File: src/rtl/hit_det_pkg.sv
// Shared types and widths for the pulse hit reconstructor.
package hit_det_pkg;

  localparam int TOT_W    = 8;
  localparam int CNT_W    = 16;
  localparam int EV_BT_W  = 13;
  localparam int EV_AMP_W = 30;

  typedef enum logic [1:0] {
    ST_IDLE    = 2'd0,
    ST_OVER    = 2'd1,
    ST_HOLDOFF = 2'd2
  } state_t;

  typedef struct packed {
    logic        [EV_BT_W-1:0]  bt;
    logic signed [EV_AMP_W-1:0] amp;
    logic        [TOT_W-1:0]    tot;
  } hit_event_t;

endpackage

File: src/rtl/hit_event_fifo.sv
// First-word-fall-through event queue; a push while full is accepted only if a pop happens too.
module hit_event_fifo
  import hit_det_pkg::*;
#(
  parameter int DEPTH = 4
) (
  input  logic       clk,
  input  logic       rst,
  input  logic       push,
  input  hit_event_t din,
  input  logic       pop,
  output hit_event_t dout,
  output logic       full,
  output logic       empty
);

  localparam int AW = $clog2(DEPTH);

  hit_event_t    mem [DEPTH];
  logic [AW:0]   wr_ptr, rd_ptr;
  logic          do_pop, do_push;

  assign empty   = (wr_ptr == rd_ptr);
  assign full    = (wr_ptr[AW] != rd_ptr[AW]) && (wr_ptr[AW-1:0] == rd_ptr[AW-1:0]);
  assign do_pop  = pop && !empty;
  assign do_push = push && (!full || do_pop);
  assign dout    = mem[rd_ptr[AW-1:0]];

  always_ff @(posedge clk or posedge rst) begin
    if (rst) begin
      wr_ptr <= '0;
      rd_ptr <= '0;
    end else begin
      if (do_push) wr_ptr <= wr_ptr + 1'b1;
      if (do_pop)  rd_ptr <= rd_ptr + 1'b1;
    end
  end

  always_ff @(posedge clk) begin
    if (do_push) mem[wr_ptr[AW-1:0]] <= din;
  end

endmodule

File: src/rtl/pzc_hit_reconstructor.sv
// Pulse detector/reconstructor for the pole-zero-corrected sample stream.
// Optional running baseline subtraction is compiled in with HIT_DET_BASELINE_EN.
module pzc_hit_reconstructor
  import hit_det_pkg::*;
#(
  parameter int DATA_W     = 30,
  parameter int BT_W       = 13,
  parameter int BT_PERIOD  = 3564,
  parameter int THRESHOLD  = 1024,
  parameter int HOLDOFF    = 4,
  parameter int FIFO_DEPTH = 4,
  parameter int BL_SHIFT   = 6
) (
  input  logic                     clk,
  input  logic                     rst,
  input  logic signed [DATA_W-1:0] sample_in,
  input  logic                     sample_valid,
  input  logic                     bt_sync,
  output logic                     ev_valid,
  input  logic                     ev_ready,
  output logic [BT_W-1:0]          ev_bt,
  output logic signed [DATA_W-1:0] ev_amp,
  output logic [TOT_W-1:0]         ev_tot,
  output logic [CNT_W-1:0]         occupancy,
  output logic [CNT_W-1:0]         drop_cnt
);

  localparam int HOLD_W = (HOLDOFF > 0) ? $clog2(HOLDOFF + 1) : 1;
  localparam logic [BT_W-1:0]          BT_MAX = BT_W'(BT_PERIOD - 1);
  localparam logic signed [DATA_W-1:0] THR    = DATA_W'(THRESHOLD);

  logic                     s1_valid;
  logic signed [DATA_W-1:0] s1_sample, x, base;
  logic [BT_W-1:0]          s1_bt, bt_cnt, bt_cur;
  logic                     over, wrap;

  state_t                   state, state_n;
  logic signed [DATA_W-1:0] peak, peak_n;
  logic [BT_W-1:0]          peak_bt, peak_bt_n;
  logic [TOT_W-1:0]         tot, tot_n;
  logic [HOLD_W-1:0]        hold, hold_n;
  logic                     wr;

  hit_event_t               head;
  logic                     fifo_full, fifo_empty, pop;
  logic [CNT_W-1:0]         occ_cnt;

  // bt_cnt is the index the next valid sample will receive
  assign bt_cur = bt_sync ? '0 : bt_cnt;

  always_ff @(posedge clk or posedge rst) begin
    if (rst) begin
      s1_valid  <= 1'b0;
      s1_sample <= '0;
      s1_bt     <= '0;
      bt_cnt    <= '0;
    end else begin
      s1_valid <= sample_valid;
      if (sample_valid) begin
        s1_sample <= sample_in;
        s1_bt     <= bt_cur;
        bt_cnt    <= (bt_cur == BT_MAX) ? '0 : bt_cur + BT_W'(1);
      end
    end
  end

  assign x    = s1_sample - base;
  assign over = (x > THR);
  assign wrap = s1_valid && (s1_bt == BT_MAX);

`ifdef HIT_DET_BASELINE_EN
  logic signed [DATA_W-1:0] base_n;
  assign base_n = base + ((s1_sample - base) >>> BL_SHIFT);

  always_ff @(posedge clk or posedge rst) begin
    if (rst)                                          base <= '0;
    else if (s1_valid && state == ST_IDLE && !over)   base <= base_n;
  end
`else
  assign base = '0;
  if (BL_SHIFT < 0) begin : g_bl_shift_range
  end
`endif

  always_ff @(posedge clk or posedge rst) begin
    if (rst) begin
      state   <= ST_IDLE;
      peak    <= '0;
      peak_bt <= '0;
      tot     <= '0;
      hold    <= '0;
    end else begin
      state   <= state_n;
      peak    <= peak_n;
      peak_bt <= peak_bt_n;
      tot     <= tot_n;
      hold    <= hold_n;
    end
  end

  always_comb begin
    state_n   = state;
    peak_n    = peak;
    peak_bt_n = peak_bt;
    tot_n     = tot;
    hold_n    = hold;
    wr        = 1'b0;
    if (s1_valid) begin
      unique case (state)
        ST_IDLE: if (over) begin
          state_n   = ST_OVER;
          peak_n    = x;
          peak_bt_n = s1_bt;
          tot_n     = TOT_W'(1);
        end
        ST_OVER: if (over) begin
          if (tot != '1) tot_n = tot + TOT_W'(1);
          // strict compare keeps the first of equal maxima
          if (x > peak) begin
            peak_n    = x;
            peak_bt_n = s1_bt;
          end
        end else begin
          wr = 1'b1;
          if (HOLDOFF == 0) begin
            state_n = ST_IDLE;
          end else begin
            state_n = ST_HOLDOFF;
            hold_n  = HOLD_W'(HOLDOFF);
          end
        end
        ST_HOLDOFF: begin
          hold_n = hold - HOLD_W'(1);
          if (hold <= HOLD_W'(1)) state_n = ST_IDLE;
        end
        default: state_n = ST_IDLE;
      endcase
    end
  end

  assign pop = ev_valid && ev_ready;

  hit_event_fifo #(.DEPTH(FIFO_DEPTH)) u_fifo (
    .clk   (clk),
    .rst   (rst),
    .push  (wr),
    .din   ('{bt: EV_BT_W'(peak_bt), amp: EV_AMP_W'(peak), tot: tot}),
    .pop   (pop),
    .dout  (head),
    .full  (fifo_full),
    .empty (fifo_empty)
  );

  assign ev_valid = !fifo_empty;
  assign ev_bt    = fifo_empty ? '0 : BT_W'(head.bt);
  assign ev_amp   = fifo_empty ? '0 : DATA_W'(head.amp);
  assign ev_tot   = fifo_empty ? '0 : head.tot;

  // an event finalized on the wrap cycle belongs to the orbit being closed
  always_ff @(posedge clk or posedge rst) begin
    if (rst) begin
      occ_cnt   <= '0;
      occupancy <= '0;
      drop_cnt  <= '0;
    end else begin
      if (wrap) begin
        occupancy <= occ_cnt + CNT_W'(wr);
        occ_cnt   <= '0;
      end else if (wr) begin
        occ_cnt <= occ_cnt + CNT_W'(1);
      end
      if (wr && fifo_full && !pop && drop_cnt != '1) drop_cnt <= drop_cnt + CNT_W'(1);
    end
  end

endmodule

File: config.mk
export PLATFORM = sky130hd
export DESIGN_NAME = pzc_hit_reconstructor
export DESIGN_NICKNAME = d
export VERILOG_FILES = /design/src/rtl/hit_det_pkg.sv /design/src/rtl/hit_event_fifo.sv /design/src/rtl/pzc_hit_reconstructor.sv
export SDC_FILE = /design/constraint.sdc
export NUM_CORES = 1
export LEC_CHECK = 0
export ABC_AREA = 1
export CORE_MARGIN = 2
export CORE_UTILIZATION = 42
export DETAILED_ROUTE_END_ITERATION = 12
export SLEW_MARGIN = 20
export SYNTH_ARGS = -nofsm -noshare
export SYNTH_HDL_FRONTEND = slang
export SYNTH_SLANG_ARGS = --single-unit
File: constraint.sdc
create_clock -name clk -period 5.9 [get_ports clk]
set_input_delay 1.18 -clock clk [delete_from_list [all_inputs] [get_ports clk]]
set_output_delay 1.18 -clock clk [all_outputs]
set_load 0.01 [all_outputs]
# ---- After elaboration in Yosys (flattened, before gate mapping)
# Memory sizes are Yosys's and may differ from the RTL's.
# Index checks and enable logic that the tools add are counted.
dict set report op_classes {
  bitwise 0
  n_lt_le_gt_ge 3
  n_reduce_logical 20
  mul 0
  n_addsub 8
  n_eq_ne 15
  div 0
  mux 30
  shift 0
}
# cell count
set ops {}
lappend ops {{30-bit 2-to-1 mux} 4}
lappend ops {{13-bit 2-to-1 mux} 6}
lappend ops {{30-bit one-hot mux with 2 select lines} 1}
lappend ops {{16-bit by 1-bit adder with 16-bit output (second input constant)} 2}
lappend ops {{16-bit 2-to-1 mux} 2}
lappend ops {{8-bit 2-to-1 mux} 4}
lappend ops {{30-bit by 12-bit > comparator with 1-bit output (second input constant)} 1}
lappend ops {{30-bit > comparator} 1}
lappend ops {{13-bit by 12-bit == test with 1-bit output (second input constant)} 2}
lappend ops {{13-bit one-hot mux with 2 select lines} 1}
lappend ops {{16-bit by 1-bit adder with 16-bit output} 1}
lappend ops {{16-bit inequality test (second input constant)} 1}
lappend ops {{8-bit one-hot mux with 2 select lines} 1}
lappend ops {{13-bit by 1-bit adder with 13-bit output (second input constant)} 1}
lappend ops {{2-bit inequality test (second input constant)} 6}
lappend ops {{5-bit AND reduction} 2}
lappend ops {{8-bit by 1-bit adder with 8-bit output (second input constant)} 1}
lappend ops {{1-bit logical AND} 8}
lappend ops {{8-bit inequality test (second input constant)} 1}
lappend ops {{3-bit by 1-bit adder with 3-bit output (second input constant)} 2}
lappend ops {{2-bit 2-to-1 mux} 3}
lappend ops {{2-bit one-hot mux with 3 select lines} 1}
lappend ops {{3-bit one-hot mux with 2 select lines} 1}
lappend ops {{2-bit nonzero test} 3}
lappend ops {{14 further kinds} 20}
dict set report totals {
  inputBits 35
  romBits 0
  latch_bits 0
  elab_cells 91
  ram_bits 204
  out_inout_bits 84
  memories 1
  regBits 167
}
# name depth word_bits read_ports rd_ports_with_merged_regs write_ports line
set mem_list {}
lappend mem_list {u_fifo.mem 4 51 1 0 1 hit_event_fifo.sv:19} ;# hit_event_t mem [DEPTH];

# ---- Longest topological paths before layout
# Gate-level depths: netlist of the first run.
dict set report logic_depth {
  depth_word 8
  ltp_mapped 18
  ltp_nobuf 17
}

# ---- By module
# From an unflattened synthesis of the first run, not the netlist that was laid out.
dict set report hier_totals {
  cells_unflattened 1731
  area_unflattened_um2 16877.4
}
# mod n_inst cells_per_inst seq_area_each_um2 area_per_inst_um2
set modules_own_cells {}
lappend modules_own_cells {pzc_hit_reconstructor 1 1177 4028.9 8927.3}
lappend modules_own_cells {hit_event_fifo 1 554 6276.0 7950.1}

# ---- Worst setup path before layout of the first run
# No wires, ideal clock.
dict set report synth_path {
  kind {input port to flip-flop}
  start {input port ev_ready}
  end {memory u_fifo.mem[0][0] in the netlist's numbering, enable pin}
  stages 6
  arrival_time_ps 3847
  path_slack_ps 1593
  n_path_buf 0
  setup_ps 460
  t_required_ps 5440
  cell_sequence {nand2_1 -> inv_2 -> nor2_1 -> inv_1 -> nand2_1 -> nor2_1}
}
dict set report synth_via {
  elab_chain_cells 6
}
# element line
set synth_lines {}
lappend synth_lines {{start: declaration} pzc_hit_reconstructor.sv:20} ;# input logic ev_ready,
lappend synth_lines {{1-bit logical AND} pzc_hit_reconstructor.sv:141} ;# assign pop = ev_valid && ev_ready;
lappend synth_lines {{1-bit logical AND} hit_event_fifo.sv:25} ;# assign do_pop = pop && !empty;
lappend synth_lines {{1-bit logical OR} hit_event_fifo.sv:26} ;# assign do_push = push && (!full || do_pop);
lappend synth_lines {{1-bit logical AND} hit_event_fifo.sv:26}
lappend synth_lines {{1-bit 2-to-1 mux} hit_event_fifo.sv:40} ;# if (do_push) mem[wr_ptr[AW-1:0]] <= din;
lappend synth_lines {{1-bit 2-to-1 mux (implied by the code)} hit_event_fifo.sv:40}
lappend synth_lines {{end: declaration} hit_event_fifo.sv:19}
# Every way passes these cells.

# ---- Final worst setup path of the first run
dict set report layout_path {
  start {register u_fifo.rd_ptr[0]}
  end {output port ev_bt[2]}
}
dict set report layout_via {
  elab_chain_cells 2
  elab_cells_between_ends 3
  classes_between {eq/ne (1); mux (1); memory (1)}
}
# element line
set layout_lines {}
lappend layout_lines {{start: declaration} hit_event_fifo.sv:20} ;# logic [AW:0] wr_ptr, rd_ptr;
lappend layout_lines {{start signal: assignment} hit_event_fifo.sv:35} ;# if (do_pop) rd_ptr <= rd_ptr + 1'b1;
lappend layout_lines {{memory read 4 x 51 bit or 3-bit == test (tied branches)} n/a}
lappend layout_lines {{13-bit 2-to-1 mux *} pzc_hit_reconstructor.sv:155} ;# assign ev_bt = fifo_empty ? '0 : BT_W'(head.bt);
lappend layout_lines {{end: declaration} pzc_hit_reconstructor.sv:21} ;# output logic [BT_W-1:0] ev_bt,
# Mark *: on every way between the ends. The rest lies on a longest branch, timed or not.

==> impl_metrics.ini, run 1 <==
[layout]
layout-drive-gt1-share = 0.05781
diodes = 0
stdcell_count = 2376
nNetsFinal = 1900
post-route-cell-area_um2 = 19890
area_growth_syn_to_layout_pct = 17.83
fin_util = 0.5006

[power]
p_leak_nw = 8.458
power_density_nw_per_um2 = 446.4
irDropWorstVdd_mv = 0.2566

[cts]
cts_num_sinks = 371
tritoncts = done
cts_hold_buf = 0
htreeDepth = 2
cts_inserted_buffers = 39
cts_repair_resize_count = 0
clock-root-buffer = clkbuf_16
clk_latency_ns = 0.54
cts_buffer_depth = 3
cts_setup_buffers = 0
clkTransAtPathRegs_ns = 0.06

[yosys]
synth_area_per_cell_um2 = 9.791
muxShareOfSynthArea = 0.0005930
synth_simple_gate_area_share = 0.1926
synth_cell_type_count = 34
ys_ff_latch = 371
synth_compound_area_frac = 0.07257
synth.net_count = 1803
syn_area_um2 = 16880
syn_inst = 1724
synth_top_family_by_area = simple AND/OR/NAND/NOR gates
synthAdderAreaFrac = 0.03261
synth_warnings = 0
ys_seq_area_frac = 0.6105
synth_xor_area_frac = 0.02750

[routing]
finalWirelength_mm = 38.50
ant_nets = 0
num_vias = 12050
drtPass1Iterations = 5
routedWlPerCell_um = 16.20
drt-initial-drc-count = 847
vias_per_cell = 5.071
drcViolationCount = 0

[timing]
finalSetupViolCount = 0
finalSetupTns_ns = 0
fin_skew_ns = 0.01311
setup_slack_ns = 1.615
slew_headroom = 0.3113
post-route-period-util = 0.7262
fmax_mhz = 233.4
finalHoldViolCount = 0
drv_slew = 0
worstMarginPinSlew_ns = 1.033
period_needed_ns = 4.285
rsz0062_at_grt = no

[status]
status = finished clean

[grt]
grt_max_degree = 105
antenna_found_initial = 0
grt_overflow = 0
grt_use_total = 0.1880
grt_first_pass_wirelength_mm = 62.67
grt_pass1_vias = 11920

[die]
die_w_um = 204.5
dieArea_um2 = 41810
initial_core_util = 0.4248
core_um2 = 39730
die_y_um = 204.5
rows = 73
top_level_ports = 119

[placement]
dp_hpwl_mm = 24.39
placed_cell_area_um2 = 18510
io_buffer_count = 118
place_ws_ns = 2.023
dp_cells = 2305
place.gp.congestion = 0.8536

[worst_setup_path]
arrival_ns = 3.10
worst-setup-path-type = reg -> out
cp-end-kind = output port
crit_path_start_kind = flip-flop
crit_required_ns = 4.72
crit_fanout = 90

[flow_run]
drv_cap = 0

[hold_path]
min_path_type = reg -> reg
[per-stage QoR]
| step | hold slack, ns | power, mW |
|---|---|---|
| 6_report | 0.4777 | 8.879 |
| 3_3_place_gp | 0.4707 | 6.333 |
| 2_1_floorplan | 0.4494 | 5.068 |
| 4_1_cts | 0.4856 | 8.983 |
| 5_1_grt | 0.5100 | 9.441 |
| 3_5_place_dp | 0.4690 | 6.371 |
[synthesized netlist by cell type]
cell	number	area share
a21o_1	2	0.00089
a21oi_1	16	0.0047
a21oi_2	1	0.00052
buf_1	10	0.0022
buf_2	12	0.0036
buf_4	2	0.00089
buf_6	5	0.0033
clkbuf_1	46	0.010
dfrtp_1	167	0.25
edfxtp_1	204	0.36
ha_1	44	0.033
inv_1	190	0.042
inv_2	5	0.0011
mux2i_1	1	0.00059
nand2_1	396	0.088
nand2_2	5	0.0019
nand2_4	2	0.0013
nand3_1	109	0.032
nand3_2	1	0.00059
nand4_1	16	0.0059
nor2_1	218	0.048
nor2_4	2	0.0013
nor3_1	17	0.0050
nor3_2	1	0.00059
nor3_4	2	0.0019
nor4_1	10	0.0037
o21ai_0	116	0.034
o21ai_1	7	0.0021
o22ai_1	8	0.0030
o32ai_1	52	0.027
or2_2	3	0.0011
or3_1	1	0.00037
xnor2_1	9	0.0047
xor2_1	44	0.023
[layout by cell type, fill, tap and decap left out, drive strengths merged]
cell and n:
nor2 220, bufinv 5, dfrtp 167, xor2 44
a21o 2, o32ai 52, clkdlybuf4s50 117, clkinvlp 1
nand4 16, or3 1, or2 3, buf 14
nand2 403, nor3 20, a21oi 17, mux2i 1
clkinv 13, edfxtp 204, xnor2 9, clkbuf 52
ha 44, nand3 110, nor4 10, o21ai 123
inv 195, o22ai 8
[final cells by class]
cell class              instances  area (µm²)
multi-input cells            1083        5524
fillers                      3654       19840
clock inverters                19       235.2
repair buffers                131        1290
well taps                     525       656.9
flip-flops and latches        371       10310
inverters                     195       737.0
clock buffers                  52        1139
[layer usage]
layer / global-route usage / wire [µm] / share of wire / vias up
met3: 0.03125 / 1965 / 0.051 / 46
met5: 0 / 0 / 0 / -
met1: 0.2738 / 18900 / 0.49 / 5822
li1: - / - / - / 5919
met4: 0.04011 / 533 / 0.014 / 0
met2: 0.2966 / 17090 / 0.44 / 262
[sequential cells by signal (all words and copies together), names as in the netlist, 8 cells and up]
signal	cells
bt_cnt	13
drop_cnt	16
occ_cnt	16
occupancy	16
peak	30
peak_bt	13
s1_bt	13
s1_sample	30
tot	8
u_fifo.mem	204
[worst paths after layout]
kind                             startpoint                 to  slack [ns]  cells past startpoint
setup reg to reg               s1_sample[9]  u_fifo.mem[0][30]        2.10                     10
hold reg to reg                occupancy[1]       occupancy[1]        0.48                      2
max in group asynchronous               rst        drop_cnt[6]        3.79                      3
hold / removal                 occupancy[1]       occupancy[1]        0.48                      2
setup / recovery           u_fifo.rd_ptr[0]           ev_bt[2]        1.62                      6
min in group asynchronous               rst           peak[13]        1.19                      2
[critical path, stage by stage, from the launching register on]
cell and delay (ns):
dfrtp_2 0.52, buf_4 0.71, nor2_1 0.12, o32ai_1 0.36, nand2_1 0.14, inv_1 0.08
clkdlybuf4s50_1 0.53
[cell families (layout without fill, tap and decap cells)]
kind of cell | Yosys count | in the layout
and+or+nand+nor | 783 | 783
DFF | 371 | 371
buffers and inverters | 270 | 397
AOI/OAI and AO/OA | 202 | 202
xor gates and xnor gates | 53 | 53
adders and majority gates | 44 | 44
muxes | 1 | 1
[power by group]
part           leakage (nW)  total [mW]  switching, mW  internal, mW
sequential             4.05        3.46          0.354          3.11
clock                 0.680        2.60           1.02          1.58
combinational          3.73        2.82           1.64          1.18
total                  8.46        8.88           3.01          5.87
Power figures use the tool's default switching activity.
==> run 2, diff against run 1 <==
- clock period: 5.9 -> 3.8 ns (I/O delays scaled with it)
==> run 2 against run 1 <==
  * Non-clock buffer count increased by 12
  * Combinational power increased by 61%
  * Largest cell class unchanged
  * Routed wire length increased by 4.6%
  * Core utilization increased by 0.30 points
  * Setup slack got worse by 1.3 ns
  * Sequential power increased by 56%
  * Highest routed layer unchanged
  * Worst hold slack improved by 0.0025 ns
  * Global-route usage increased by 1.1 points
==> impl_metrics.ini, run 2 (synthesized netlist as in run 1, its figures left out) <==
[die]
die_y_um = 204.5
dieArea_um2 = 41810
rows = 73
initial_core_util = 0.4248
die_w_um = 204.5
core_um2 = 39730
top_level_ports = 119

[routing]
num_vias = 12210
drcViolationCount = 0
routedWlPerCell_um = 16.84
vias_per_cell = 5.106
drtPass1Iterations = 7
drt-initial-drc-count = 864
finalWirelength_mm = 40.29
ant_nets = 0

[placement]
place.gp.congestion = 0.8793
place_ws_ns = 0.6762
placed_cell_area_um2 = 18740
io_buffer_count = 118
dp_hpwl_mm = 26.64
dp_cells = 2317

[layout]
layout_commonest_cell = nand2_1
post-route-cell-area_um2 = 20010
area_growth_syn_to_layout_pct = 18.52
fillers = 3618
stdcell_count = 2392
nNetsFinal = 1913
fin_util = 0.5035
final_cell_mix = nand2_1 (396), nor2_1 (215), edfxtp_1 (204)
largest_reg_flops = 204
layout-drive-gt1-share = 0.06163

[cts]
cts_hold_buf = 0
cts_inserted_buffers = 40
clkTransAtPathRegs_ns = 0.06
clk_latency_ns = 0.54
clock-root-buffer = clkbuf_16
cts_num_sinks = 371
htreeDepth = 2
cts_repair_resize_count = 0
cts_buffer_depth = 3
cts_setup_buffers = 0
tritoncts = done

[timing]
setup_slack_ns = 0.3070
worstMarginPinSlew_ns = 1.046
rsz0062_at_grt = no
finalSetupViolCount = 0
drv_slew = 0
slew_headroom = 0.3019
post-route-period-util = 0.9192
fmax_mhz = 286.3
finalHoldViolCount = 0
fin_skew_ns = 0.01901
period_needed_ns = 3.493

[worst_setup_path]
worst-setup-path-type = reg -> out
critical_path.top_delay_family = buffers and inverters
critPathSlowestCell = clkdlybuf4s50_1
r2r-end = u_fifo.mem[1][35]
arrival_ns = 2.73
crit_buf_inv = 4
startpoint = u_fifo.rd_ptr[0]
rr_worst_depth = 10
rrSetupSlack_ns = 0.62
crit_path_start_kind = flip-flop
rr_startpoint = s1_sample[8]
crit_fanout = 62
crit_required_ns = 3.04
slowest_delay_ns = 0.54
cp-end-kind = output port
path_cells = inv_2, buf_12, nor2_1, o32ai_1, nand2_1, inv_1, clkdlybuf4s50_1

[power]
power_density_nw_per_um2 = 683.0
irDropWorstVdd_mv = 0.2870
p_seq_frac = 0.396
p_leak_nw = 8.501
clock_power_share = 0.272
p_int_mw = 8.924
power_frac_comb = 0.333
switching_share = 0.3469
switching_power_mw = 4.740
p_total_mw = 13.66

[grt]
grt_use_total = 0.1989
antenna_found_initial = 0
grt_pass1_vias = 12260
grt_overflow = 0
grt_max_degree = 105
grt_first_pass_wirelength_mm = 65.75

[hold_path]
min_to = occupancy[0]
whs_path_depth = 2
min_path_type = reg -> reg
holdCritStartpoint = occupancy[0]

[flow_run]
drv_cap = 0

[status]
status = finished clean
[run 2: cell types whose count changed in the layout (fill, tap and decap cells not counted), sizes merged, moves of 2 or more]
cell,before,now
buf,14,26
bufinv,5,0
clkbuf,52,62
clkinv,13,8
inv,195,197
[run 2: worst reg2reg max path: stages (launching register included)]
cell	delay, ns
dfrtp_1	0.41
nor2_1	0.14
nand4_1	0.09
o21ai_0	0.33
nand2_1	0.20
nand2_2	0.18
nand2_4	0.11
inv_1	0.34
nand2_1	0.36
nor2_4	0.43
buf_12	0.27
[run 2: worst max-delay path by stage]
| stage | end | slack [ns] | depth (start not counted) |
|---|---|---|---|
| floorplan | u_fifo.mem[0][0] | -0.11 | 9 |
| global placement | u_fifo.mem[2][29] | 0.72 | 12 |
| detailed placement | u_fifo.mem[2][29] | 0.68 | 12 |
| CTS | ev_bt[9] | 0.27 | 7 |
| global route | ev_bt[2] | 0.12 | 7 |
| finish | ev_bt[9] | 0.31 | 7 |
[run 2: metrics by stage]
stage | setup TNS (ns) | hold slack (ns)
global placement | 0 | 0.4686
detailed placement | 0 | 0.4715
global route | 0 | 0.5077
floorplan | -17.57 | 0.4494
finish | 0 | 0.4802
CTS | 0 | 0.4901
[run 2: per-layer routing]
| layer | part of all wire | up-vias | global-route usage |
|---|---|---|---|
| met4 | 0.017 | 0 | 0.05098 |
| met1 | 0.49 | 5914 | 0.2898 |
| met3 | 0.044 | 57 | 0.02950 |
| met2 | 0.45 | 275 | 0.3123 |
| met5 | 0 | - | 0 |
| li1 | - | 5968 | - |
[run 2: layout make-up]
type	count	area, µm²	area share
timing repair buffer	143	1514	0.07567
multi-input combinational	1083	5524	0.2761
inverter	195	735.7	0.03677
clock buffer	62	1195	0.05972
sequential	371	10310	0.5152
tap	525	656.9	0.03283
clock inverter	12	71.32	0.003565
antenna	1	2.502	0.0001251
[run 2: power groups by stage]
stage,clock [mW],combinational (mW),sequential [mW]
final,3.71,4.55,5.40
after global placement,0,4.55,5.44
after CTS,3.79,4.62,5.39
after global routing,3.96,5.11,5.47
after floorplan,0,2.68,5.19
after detailed placement,0,4.60,5.47
